File: src/rtl/m_store_unit_pkg.sv
// Shared types and helpers for the M-stage store path: store-op codes,
// buffer entry layout and sb/sh/sw lane packing.
package m_store_unit_pkg;

  localparam int unsigned ST_ADDR_W = 32;
  localparam int unsigned ST_DATA_W = 32;
  localparam int unsigned ST_BE_W   = 4;

  typedef enum logic [1:0] {
    ST_NONE = 2'd0,
    ST_SB   = 2'd1,
    ST_SH   = 2'd2,
    ST_SW   = 2'd3
  } st_op_e;

  typedef struct packed {
    logic [ST_BE_W-1:0]   be;
    logic [ST_DATA_W-1:0] data;
  } st_pack_t;

  // One store-buffer entry; addr is word aligned (bits [1:0] are zero).
  typedef struct packed {
    logic [ST_ADDR_W-1:0] addr;
    logic [ST_BE_W-1:0]   be;
    logic [ST_DATA_W-1:0] data;
  } st_entry_t;

  // Replicate the narrow value across lanes and select the lanes by offset.
  function automatic st_pack_t pack_store(input st_op_e               op,
                                          input logic [1:0]           off,
                                          input logic [ST_DATA_W-1:0] wdata);
    st_pack_t p;
    p.be   = '0;
    p.data = '0;
    case (op)
      ST_SB: begin
        p.be   = ST_BE_W'(4'b0001 << off);
        p.data = {4{wdata[7:0]}};
      end
      ST_SH: begin
        p.be   = off[1] ? 4'b1100 : 4'b0011;
        p.data = {2{wdata[15:0]}};
      end
      ST_SW: begin
        p.be   = 4'b1111;
        p.data = wdata;
      end
      default: begin
        p.be   = '0;
        p.data = '0;
      end
    endcase
    return p;
  endfunction

endpackage

File: src/rtl/m_store_unit_if.sv
// Pipeline-side and data-memory-side signals of the M-stage store unit.
interface m_store_unit_if #(
  parameter int unsigned ADDR_W = 32
);

  logic              valid_M;
  logic [1:0]        store_op_M;
  logic [ADDR_W-1:0] addr_M;
  logic [31:0]       wdata_M;
  logic              stall_M;
  logic              exc_ades_M;
  logic              busy_M;

  logic              mem_req;
  logic [ADDR_W-1:0] mem_addr;
  logic [3:0]        mem_be;
  logic [31:0]       mem_wdata;
  logic              mem_ack;

  // Store unit view.
  modport slave (
    input  valid_M, store_op_M, addr_M, wdata_M, mem_ack,
    output stall_M, exc_ades_M, busy_M, mem_req, mem_addr, mem_be, mem_wdata
  );

  // Pipeline/memory (environment) view.
  modport master (
    output valid_M, store_op_M, addr_M, wdata_M, mem_ack,
    input  stall_M, exc_ades_M, busy_M, mem_req, mem_addr, mem_be, mem_wdata
  );

endinterface

File: src/rtl/m_store_unit_store_fifo.sv
// DEPTH-entry store buffer with a registered head entry, so the memory-side
// payload comes straight from flops and the next entry follows an ack with no bubble.
module store_fifo
  import m_store_unit_pkg::*;
#(
  parameter  int unsigned DEPTH = 2,
  localparam int unsigned PTR_W = (DEPTH > 1) ? $clog2(DEPTH) : 1,
  localparam int unsigned CNT_W = $clog2(DEPTH) + 1
) (
  input  logic             clk,
  input  logic             rst_n,
  input  logic             push_i,
  input  logic             pop_i,
  input  st_entry_t        din_i,
  output logic             full_o,
  output logic             empty_o,
  output logic [CNT_W-1:0] count_o,
  output st_entry_t        head_o
);

  st_entry_t        mem_q [DEPTH];
  logic [PTR_W-1:0] wr_ptr_q, wr_ptr_d;
  logic [PTR_W-1:0] rd_ptr_q, rd_ptr_d;
  logic [CNT_W-1:0] count_q, count_d;
  st_entry_t        head_q, head_d;
  logic             push;
  logic             pop;

  function automatic logic [PTR_W-1:0] ptr_inc(input logic [PTR_W-1:0] p);
    return (32'(p) == (DEPTH - 1)) ? '0 : p + PTR_W'(1);
  endfunction

  assign full_o  = (count_q == CNT_W'(DEPTH));
  assign empty_o = (count_q == '0);
  assign count_o = count_q;
  assign head_o  = head_q;

  // Push into a full buffer is only allowed when the head leaves the same cycle.
  assign pop  = pop_i & ~empty_o;
  assign push = push_i & (~full_o | pop);

  // Pointer/count update and look-ahead of the entry that will be at the head.
  always_comb begin
    wr_ptr_d = wr_ptr_q;
    rd_ptr_d = rd_ptr_q;
    count_d  = count_q;
    head_d   = head_q;
    if (push) wr_ptr_d = ptr_inc(wr_ptr_q);
    if (pop)  rd_ptr_d = ptr_inc(rd_ptr_q);
    count_d = count_q + CNT_W'(push) - CNT_W'(pop);
    if (push && ((count_q - CNT_W'(pop)) == '0)) begin
      head_d = din_i;
    end else if (pop && (count_q > CNT_W'(1))) begin
      head_d = mem_q[rd_ptr_d];
    end
  end

  always_ff @(posedge clk) begin
    if (push) mem_q[wr_ptr_q] <= din_i;
  end

  always_ff @(posedge clk or negedge rst_n) begin
    if (!rst_n) begin
      wr_ptr_q <= '0;
      rd_ptr_q <= '0;
      count_q  <= '0;
      head_q   <= '0;
    end else begin
      wr_ptr_q <= wr_ptr_d;
      rd_ptr_q <= rd_ptr_d;
      count_q  <= count_d;
      head_q   <= head_d;
    end
  end

endmodule

File: src/rtl/m_store_unit.sv
// M-stage store path: packs sb/sh/sw into lane-aligned words, buffers them and
// drains to data memory over req/ack. Optional misaligned-store exception: STORE_ALIGN_EXC_EN.
module m_store_unit
  import m_store_unit_pkg::*;
#(
  parameter int unsigned DEPTH  = 2,
  parameter int unsigned ADDR_W = 32
) (
  input  logic           clk,
  input  logic           reset,
  m_store_unit_if.slave  bus
);

  localparam int unsigned CNT_W = $clog2(DEPTH) + 1;

  st_op_e           op;
  st_pack_t         pack;
  st_entry_t        entry;
  st_entry_t        head;
  logic             is_store;
  logic             misaligned;
  logic             st;
  logic             deq;
  logic             enq;
  logic             full;
  logic             empty;
  logic [CNT_W-1:0] count;

  assign op       = st_op_e'(bus.store_op_M);
  assign is_store = bus.valid_M & (op != ST_NONE);
  assign pack     = pack_store(op, bus.addr_M[1:0], bus.wdata_M);

`ifdef STORE_ALIGN_EXC_EN
  // Misaligned sh/sw raise AdES and are dropped instead of being buffered.
  assign misaligned     = ((op == ST_SH) & bus.addr_M[0]) |
                          ((op == ST_SW) & (bus.addr_M[1:0] != 2'b00));
  assign bus.exc_ades_M = reset & bus.valid_M & misaligned;
`else
  assign misaligned     = 1'b0;
  assign bus.exc_ades_M = 1'b0;
`endif

  assign st  = is_store & ~misaligned;
  assign deq = ~empty & bus.mem_ack;
  assign enq = st & (~full | deq);

  assign entry.addr = ST_ADDR_W'({bus.addr_M[ADDR_W-1:2], 2'b00});
  assign entry.be   = pack.be;
  assign entry.data = pack.data;

  // A full buffer only stalls when the head is not leaving this cycle.
  assign bus.stall_M = st & full & ~bus.mem_ack;

  store_fifo #(
    .DEPTH (DEPTH)
  ) u_fifo (
    .clk     (clk),
    .rst_n   (reset),
    .push_i  (enq),
    .pop_i   (deq),
    .din_i   (entry),
    .full_o  (full),
    .empty_o (empty),
    .count_o (count),
    .head_o  (head)
  );

  assign bus.busy_M    = (count != '0);
  assign bus.mem_req   = ~empty;
  assign bus.mem_addr  = ADDR_W'(head.addr);
  assign bus.mem_be    = head.be;
  assign bus.mem_wdata = head.data;

endmodule
File: src/flat_wrapper.sv
// flat-port wrapper written by rule: the top's interface ports become plain ports
module m_store_unit_flat import m_store_unit_pkg::*;
#(
  parameter int unsigned DEPTH  = 2,
  parameter int unsigned ADDR_W = 32
)
  (clk, reset, bus_valid_M, bus_store_op_M, bus_addr_M, bus_wdata_M, bus_mem_ack, bus_stall_M, bus_exc_ades_M, bus_busy_M, bus_mem_req, bus_mem_addr, bus_mem_be, bus_mem_wdata);
  m_store_unit_if #(.ADDR_W(ADDR_W)) bus_i ();
  input  logic clk;
  input  logic reset;
  input wire logic [$bits(bus_i.valid_M)-1:0] bus_valid_M;
  input wire logic [$bits(bus_i.store_op_M)-1:0] bus_store_op_M;
  input wire logic [$bits(bus_i.addr_M)-1:0] bus_addr_M;
  input wire logic [$bits(bus_i.wdata_M)-1:0] bus_wdata_M;
  input wire logic [$bits(bus_i.mem_ack)-1:0] bus_mem_ack;
  output wire logic [$bits(bus_i.stall_M)-1:0] bus_stall_M;
  output wire logic [$bits(bus_i.exc_ades_M)-1:0] bus_exc_ades_M;
  output wire logic [$bits(bus_i.busy_M)-1:0] bus_busy_M;
  output wire logic [$bits(bus_i.mem_req)-1:0] bus_mem_req;
  output wire logic [$bits(bus_i.mem_addr)-1:0] bus_mem_addr;
  output wire logic [$bits(bus_i.mem_be)-1:0] bus_mem_be;
  output wire logic [$bits(bus_i.mem_wdata)-1:0] bus_mem_wdata;
  assign bus_i.valid_M = bus_valid_M;
  assign bus_i.store_op_M = bus_store_op_M;
  assign bus_i.addr_M = bus_addr_M;
  assign bus_i.wdata_M = bus_wdata_M;
  assign bus_i.mem_ack = bus_mem_ack;
  assign bus_stall_M = bus_i.stall_M;
  assign bus_exc_ades_M = bus_i.exc_ades_M;
  assign bus_busy_M = bus_i.busy_M;
  assign bus_mem_req = bus_i.mem_req;
  assign bus_mem_addr = bus_i.mem_addr;
  assign bus_mem_be = bus_i.mem_be;
  assign bus_mem_wdata = bus_i.mem_wdata;
  m_store_unit #(.DEPTH(DEPTH), .ADDR_W(ADDR_W)) u_core (.clk(clk), .reset(reset), .bus(bus_i));
endmodule
File: config.mk
export PLATFORM = sky130hd
export DESIGN_NAME = m_store_unit_flat
export DESIGN_NICKNAME = d
export VERILOG_FILES = /design/src/rtl/m_store_unit_pkg.sv /design/src/rtl/m_store_unit_if.sv /design/src/rtl/m_store_unit_store_fifo.sv /design/src/rtl/m_store_unit.sv /design/src/flat_wrapper.sv
export SDC_FILE = /design/constraint.sdc
export NUM_CORES = 1
export LEC_CHECK = 0
export CAP_MARGIN = 30
export CORE_MARGIN = 4
export CORE_UTILIZATION = 53
export DETAILED_ROUTE_END_ITERATION = 6
export PLACE_DENSITY = 0.8
export SKIP_CTS_REPAIR_TIMING = 1
export SLEW_MARGIN = 20
export SYNTH_ARGS = -nofsm -noshare
export SYNTH_HDL_FRONTEND = slang
export SYNTH_SLANG_ARGS = --single-unit
File: constraint.sdc
create_clock -name clk -period 4.58 [get_ports clk]
set_clock_uncertainty 0.15 [all_clocks]
set_input_delay 0.916 -clock clk [delete_from_list [all_inputs] [get_ports clk]]
set_output_delay 0.916 -clock clk [all_outputs]
set_load 0.005 [all_outputs]
Word level (Yosys, flattened, before mapping)
Memory sizes are Yosys's and may differ from the RTL's.
Index checks and enable logic that the tools add are counted.
- input port bits: 70
- latch bits: 0
- bits in registers: 72
- bits in writable memories: 132
- memories kept: 1
- bits in read-only memories: 0
- memories (memory ; depth ; width ; read ports ; clocked after memory_dff ; write ports ; RTL line ; text):
    u_core.u_fifo.mem_q ; 2 ; 66 ; 1 ; 0 ; 1 ; m_store_unit_store_fifo.sv:21 ; st_entry_t mem_q [DEPTH];
- magnitude comparators: 1
- reduce and logical (&&, ||, !) cells: 7
- bitwise operators: 12
- multipliers: 0
- add/sub/neg operators: 5
- divide/modulo/power cells: 0
- shift-type cells: 1
- muxes and demuxes: 9
- eq/ne operators: 4
- operators with widths (cell ; count):
    $mux W68 ; 2
    $pmux W36 S3 ; 1
    $and A1 B1 Y1 ; 7
    $eq A2 B2 Y1 const B ; 3
    $reduce_bool A2 Y1 ; 3
    $mux W1 ; 5
    $logic_not A2 Y1 ; 2
    $mux W4 ; 1
    $shl A1 B2 Y4 const A ; 1
    $sub A2 B1 Y2 ; 2
    $not A1 Y1 ; 3
    $add A1 B1 Y1 const B ; 2
    $add A2 B1 Y2 ; 1
    $eq A2 B1 Y1 const B ; 1
    $gt A2 B1 Y1 const B ; 1
    $logic_and A1 B1 Y1 ; 2
    $or A1 B1 Y1 ; 2

Depth between registers and ports, before layout
- depth in word-level cells: 8
- mapped depth: 8

Cells and area by module
From an unflattened synthesis, not the netlist that was laid out.
- cells, all modules: 763
- area, all modules: 9620.5 sq um
- modules (own cells, without submodules) (module ; cells each ; times used ; seq. area each (sq um) ; area an instance (sq um)):
    store_fifo ; 686 ; 1 ; 5885.6 ; 9021.2
    m_store_unit ; 77 ; 1 ; 0.0 ; 599.3

Worst setup path after synthesis
OpenSTA, ideal clock, no wires.
- path type: input port to flip-flop
- start: in bus_store_op_M[1]
- end: mem u_core.u_fifo.mem_q[0][0] in the netlist's numbering, enable pin
- library setup time: 0.490 ns
- setup slack: -0.152 ns
- arrival time: 4.092 ns
- stages: 4
- path buffers: 1
- cells stage by stage: buf_6 > o21ai_4 > nand2b_1 > nor2_1
- word-level cells in the longest chain between the ends: 6
- ends and longest elaborated chain (what ; RTL line ; text):
    start, declared ; flat_wrapper.sv:12 ; input wire logic [$bits(bus_i.store_op_M)-1:0] bus_store_op_M;
    $reduce_bool A2 Y1 ; m_store_unit.sv:30 ; assign is_store = bus.valid_M & (op != ST_NONE);
    $and A1 B1 Y1 ; m_store_unit.sv:30 ;
    $and A1 B1 Y1 ; m_store_unit.sv:45 ; assign enq = st & (~full | deq);
    $and A1 B1 Y1 ; m_store_unit_store_fifo.sv:40 ; assign push = push_i & (~full_o | pop);
    $mux W1 ; m_store_unit_store_fifo.sv:59 ; if (push) mem_q[wr_ptr_q] <= din_i;
    $mux W1 (implied by the code) ; m_store_unit_store_fifo.sv:59 ;
    end, declared ; m_store_unit_store_fifo.sv:21 ;
Every way passes these cells.

Worst setup path in the final report
- start: in bus_mem_ack
- end: out bus_stall_M
- word-level cells in the longest chain between the ends: 2
- ends and longest elaborated chain (what ; RTL line ; text):
    start, declared ; flat_wrapper.sv:15 ; input wire logic [$bits(bus_i.mem_ack)-1:0] bus_mem_ack;
    $not A1 Y1 ; m_store_unit.sv:52 ; assign bus.stall_M = st & full & ~bus.mem_ack;
    $and A1 B1 Y1 ; m_store_unit.sv:52 ;
    end, declared ; flat_wrapper.sv:16 ; output wire logic [$bits(bus_i.stall_M)-1:0] bus_stall_M;
Every way passes these cells.

==> results.py <==
metrics = {
    "run_status": {
        "status": "finished clean",
    },
    "yosys": {
        "ys_warn_count": 0,
        "yosysTopAreaCell": "edfxtp_1",
        "ys_async_sr_fraction_pct": 34.7,
        "synth_edf_count": 132,
        "postSynthCellCount": 540,
        "netlist_area_um2": 8280,
        "yosysSeqAreaShare_pct": 69.1,
        "ys.flop_type": "edfxtp_1",
        "ys_ff_latch": 202,
        "synth_cell_types": 33,
        "syn_avg_cell_area_um2": 15.3,
        "synth_area_leaders": "edfxtp_1 48%, dfrtp_1 21%, mux2i_1 9.3%",
        "synth_top_area_share_pct": 47.9,
    },
    "drt": {
        "vias": 5205,
        "drtPass1Iterations": 5,
        "drtIter0Drc": 384,
        "wirelength_mm": 18.9,
        "drc": 0,
        "viasPerCell": 5.81,
        "ant_nets": 0,
        "wire_per_inst_um": 21.1,
    },
    "timing": {
        "period_share_pct": 79.2,
        "slew_violations": 0,
        "setup_slack_ns": 0.954,
        "setup_viol": 0,
        "rsz0062_at_grt": "no",
        "worst_pin_slew_ns": 0.911,
        "whs_ns": 0.229,
        "layout_min_cycle_time_ns": 3.63,
        "clock.fmax_mhz": 276,
        "maxSlewHeadroom_pct": 39.1,
        "hold_violations": 0,
    },
    "placement": {
        "place.gp.congestion": 0.829,
        "dp_slack_ns": 0.941,
        "hpwlAfterDp_mm": 11.9,
        "port_buffers": 138,
        "dpl.cell_count": 858,
    },
    "final_layout": {
        "utilization_pct": 69.1,
        "instances_no_fill": 896,
        "drive_gt1_share_pct": 10.2,
        "area_delta_synth_final_pct": 27.4,
        "nNetsFinal": 743,
        "antenna_cells": 0,
        "fillCellCount": 1064,
    },
    "grt": {
        "grt_max_degree": 71,
        "grt-ovfl-total": 0,
        "grt_pass1_vias": 5342,
        "grt.total_usage_pct": 21.0,
        "grt_pass1_wl_mm": 29.7,
        "antenna_found_initial": 0,
    },
    "die": {
        "start_util_pct": 54.2,
        "die_w_um": 133,
        "ios": 142,
        "fp.dieH_um": 133,
        "rows": 45,
        "dieArea_um2": 17700,
        "coreArea_um2": 15300,
    },
    "power": {
        "vdd_drop_max_mv": 0.338,
        "power_mw": 6.47,
        "p_leak_nw": 4.07,
        "power.density_nw_per_um2": 613,
    },
    "setup_path": {
        "worst_setup_path_end_kind": "output port",
        "worst_path_max_delay_cell": "or3b_2",
        "critPathTopFamily": "buffers and inverters",
        "path_buf_inv": 2,
        "cp_max_fo": 6,
        "rrSetupSlack_ns": 2.22,
        "path_class": "input pin to output port",
        "worstPathCellList": "clkdlybuf4s50_1, or3b_2, nor2_1, clkdlybuf4s50_1",
        "ff2ff_path_depth": 4,
        "worstReg2RegStart": "u_core.u_fifo.rd_ptr_q",
        "critPathMaxStageDelay_ns": 0.52,
        "reg2reg_to": "u_core.u_fifo.head_o[55]",
        "worstSetupStartpointType": "input pin",
        "cp.required_ns": 3.51,
        "path_common_cell": "clkdlybuf4s50_1",
        "arrival_ns": 2.56,
    },
    "job": {
        "max-cap-violations": 0,
    },
    "cts": {
        "numCtsBuffers": 21,
        "clk_path_buf_depth": 3,
        "cts-root-buf": "clkbuf_16",
        "clock-sinks": 202,
        "clkTransAtPathRegs_ns": 0.06,
        "insertion_delay_ns": 0.49,
        "htreeDepth": 1,
        "cts_tree": "yes",
    },
    "min_path": {
        "hp-class": "input pin to async pin",
    },
}
-- flip-flops by register name, indices dropped and copies added (netlist names) --
register                count
u_core.u_fifo.head_o       66
u_core.u_fifo.count_o       2
u_core.u_fifo.wr_ptr_q      1
u_core.u_fifo.mem_q       132
u_core.u_fifo.rd_ptr_q      1
-- area by class of cell --
class                           instances  area, µm²  area share [%]
Sequential cell                       202       5720            54.2
Tap cell                              211        264            2.50
Inverter                                4       15.0           0.142
Clock buffer                           30        631            5.98
Multi-Input combinational cell        293       2330            22.1
Timing Repair Buffer                  149       1520            14.4
Clock inverter                          7       62.6           0.593
-- worst max-delay path by stage --
stage	startpoint	endpoint	slack, ns	cells after the start
floorplan	bus_store_op_M[1]	u_core.u_fifo.mem_q[0][0]	-0.15	4
CTS	bus_mem_ack	bus_stall_M	0.94	4
detailed placement	bus_mem_ack	bus_stall_M	0.94	4
finish	bus_mem_ack	bus_stall_M	0.95	4
global placement	bus_mem_ack	bus_stall_M	0.97	4
global route	bus_mem_ack	bus_stall_M	0.84	4
-- cell usage in the layout (no fill, tap or decap), types with 2 or more instances in the layout --
cell,n
clkdlybuf4s50_1,137
edfxtp_1,132
mux2i_1,77
dfrtp_1,69
nor2_1,54
a221o_1,51
clkbuf_16,22
nand2_1,21
nor2b_1,16
a22o_1,16
o221a_1,10
buf_4,9
a21oi_1,7
mux2_2,7
o221a_2,7
clkbuf_8,5
inv_1,4
clkinv_2,4
o21ai_0,3
xnor2_1,3
conb_1,3
clkbuf_1,3
buf_16,3
and2_1,2
nor2_4,2
ha_1,2
-- power breakdown --
part           total [mW]  switching [mW]  internal [mW]
clock                1.67           0.657           1.01
combinational        1.95           0.839           1.11
sequential           2.84           0.356           2.49
total                6.47            1.85           4.61
-- routing by layer --
layer / routed length [µm] / up-vias / track usage (%)
met5: 0 / - / 0
li1: - / 2332 / -
met4: 319 / 0 / 4.33
met1: 8330 / 2606 / 30.5
met3: 1520 / 21 / 4.33
met2: 8770 / 246 / 33.4
-- synth_stat cells (10+ instances only) --
library cell,n
buf_2,18
dfrtp_1,70
mux2i_1,77
nor2_1,56
a22o_1,16
edfxtp_1,132
a221o_1,51
o221a_1,10
nand2_1,22
nor2b_1,16
clkbuf_1,15
-- logic make-up after synthesis --
logic type | share of synthesized area [%]
simple gates | 5.35
xor+xnor | 0.423
flops | 69.1
mux | 10.4
buf+inv | 3.13
fa+ha+maj | 0.302
other cells | 0.0453
compound gates | 11.3
-- through the flow --
stage / setup TNS (ns) / cell area, µm²
after floorplan: -20.12 / 8280
after global placement: 0 / 9770
after detailed placement: 0 / 9830
after CTS: 0 / 10500
after global routing: 0 / 10500
final: 0 / 10500
Note: power is estimated with default switching activity, not from simulation.
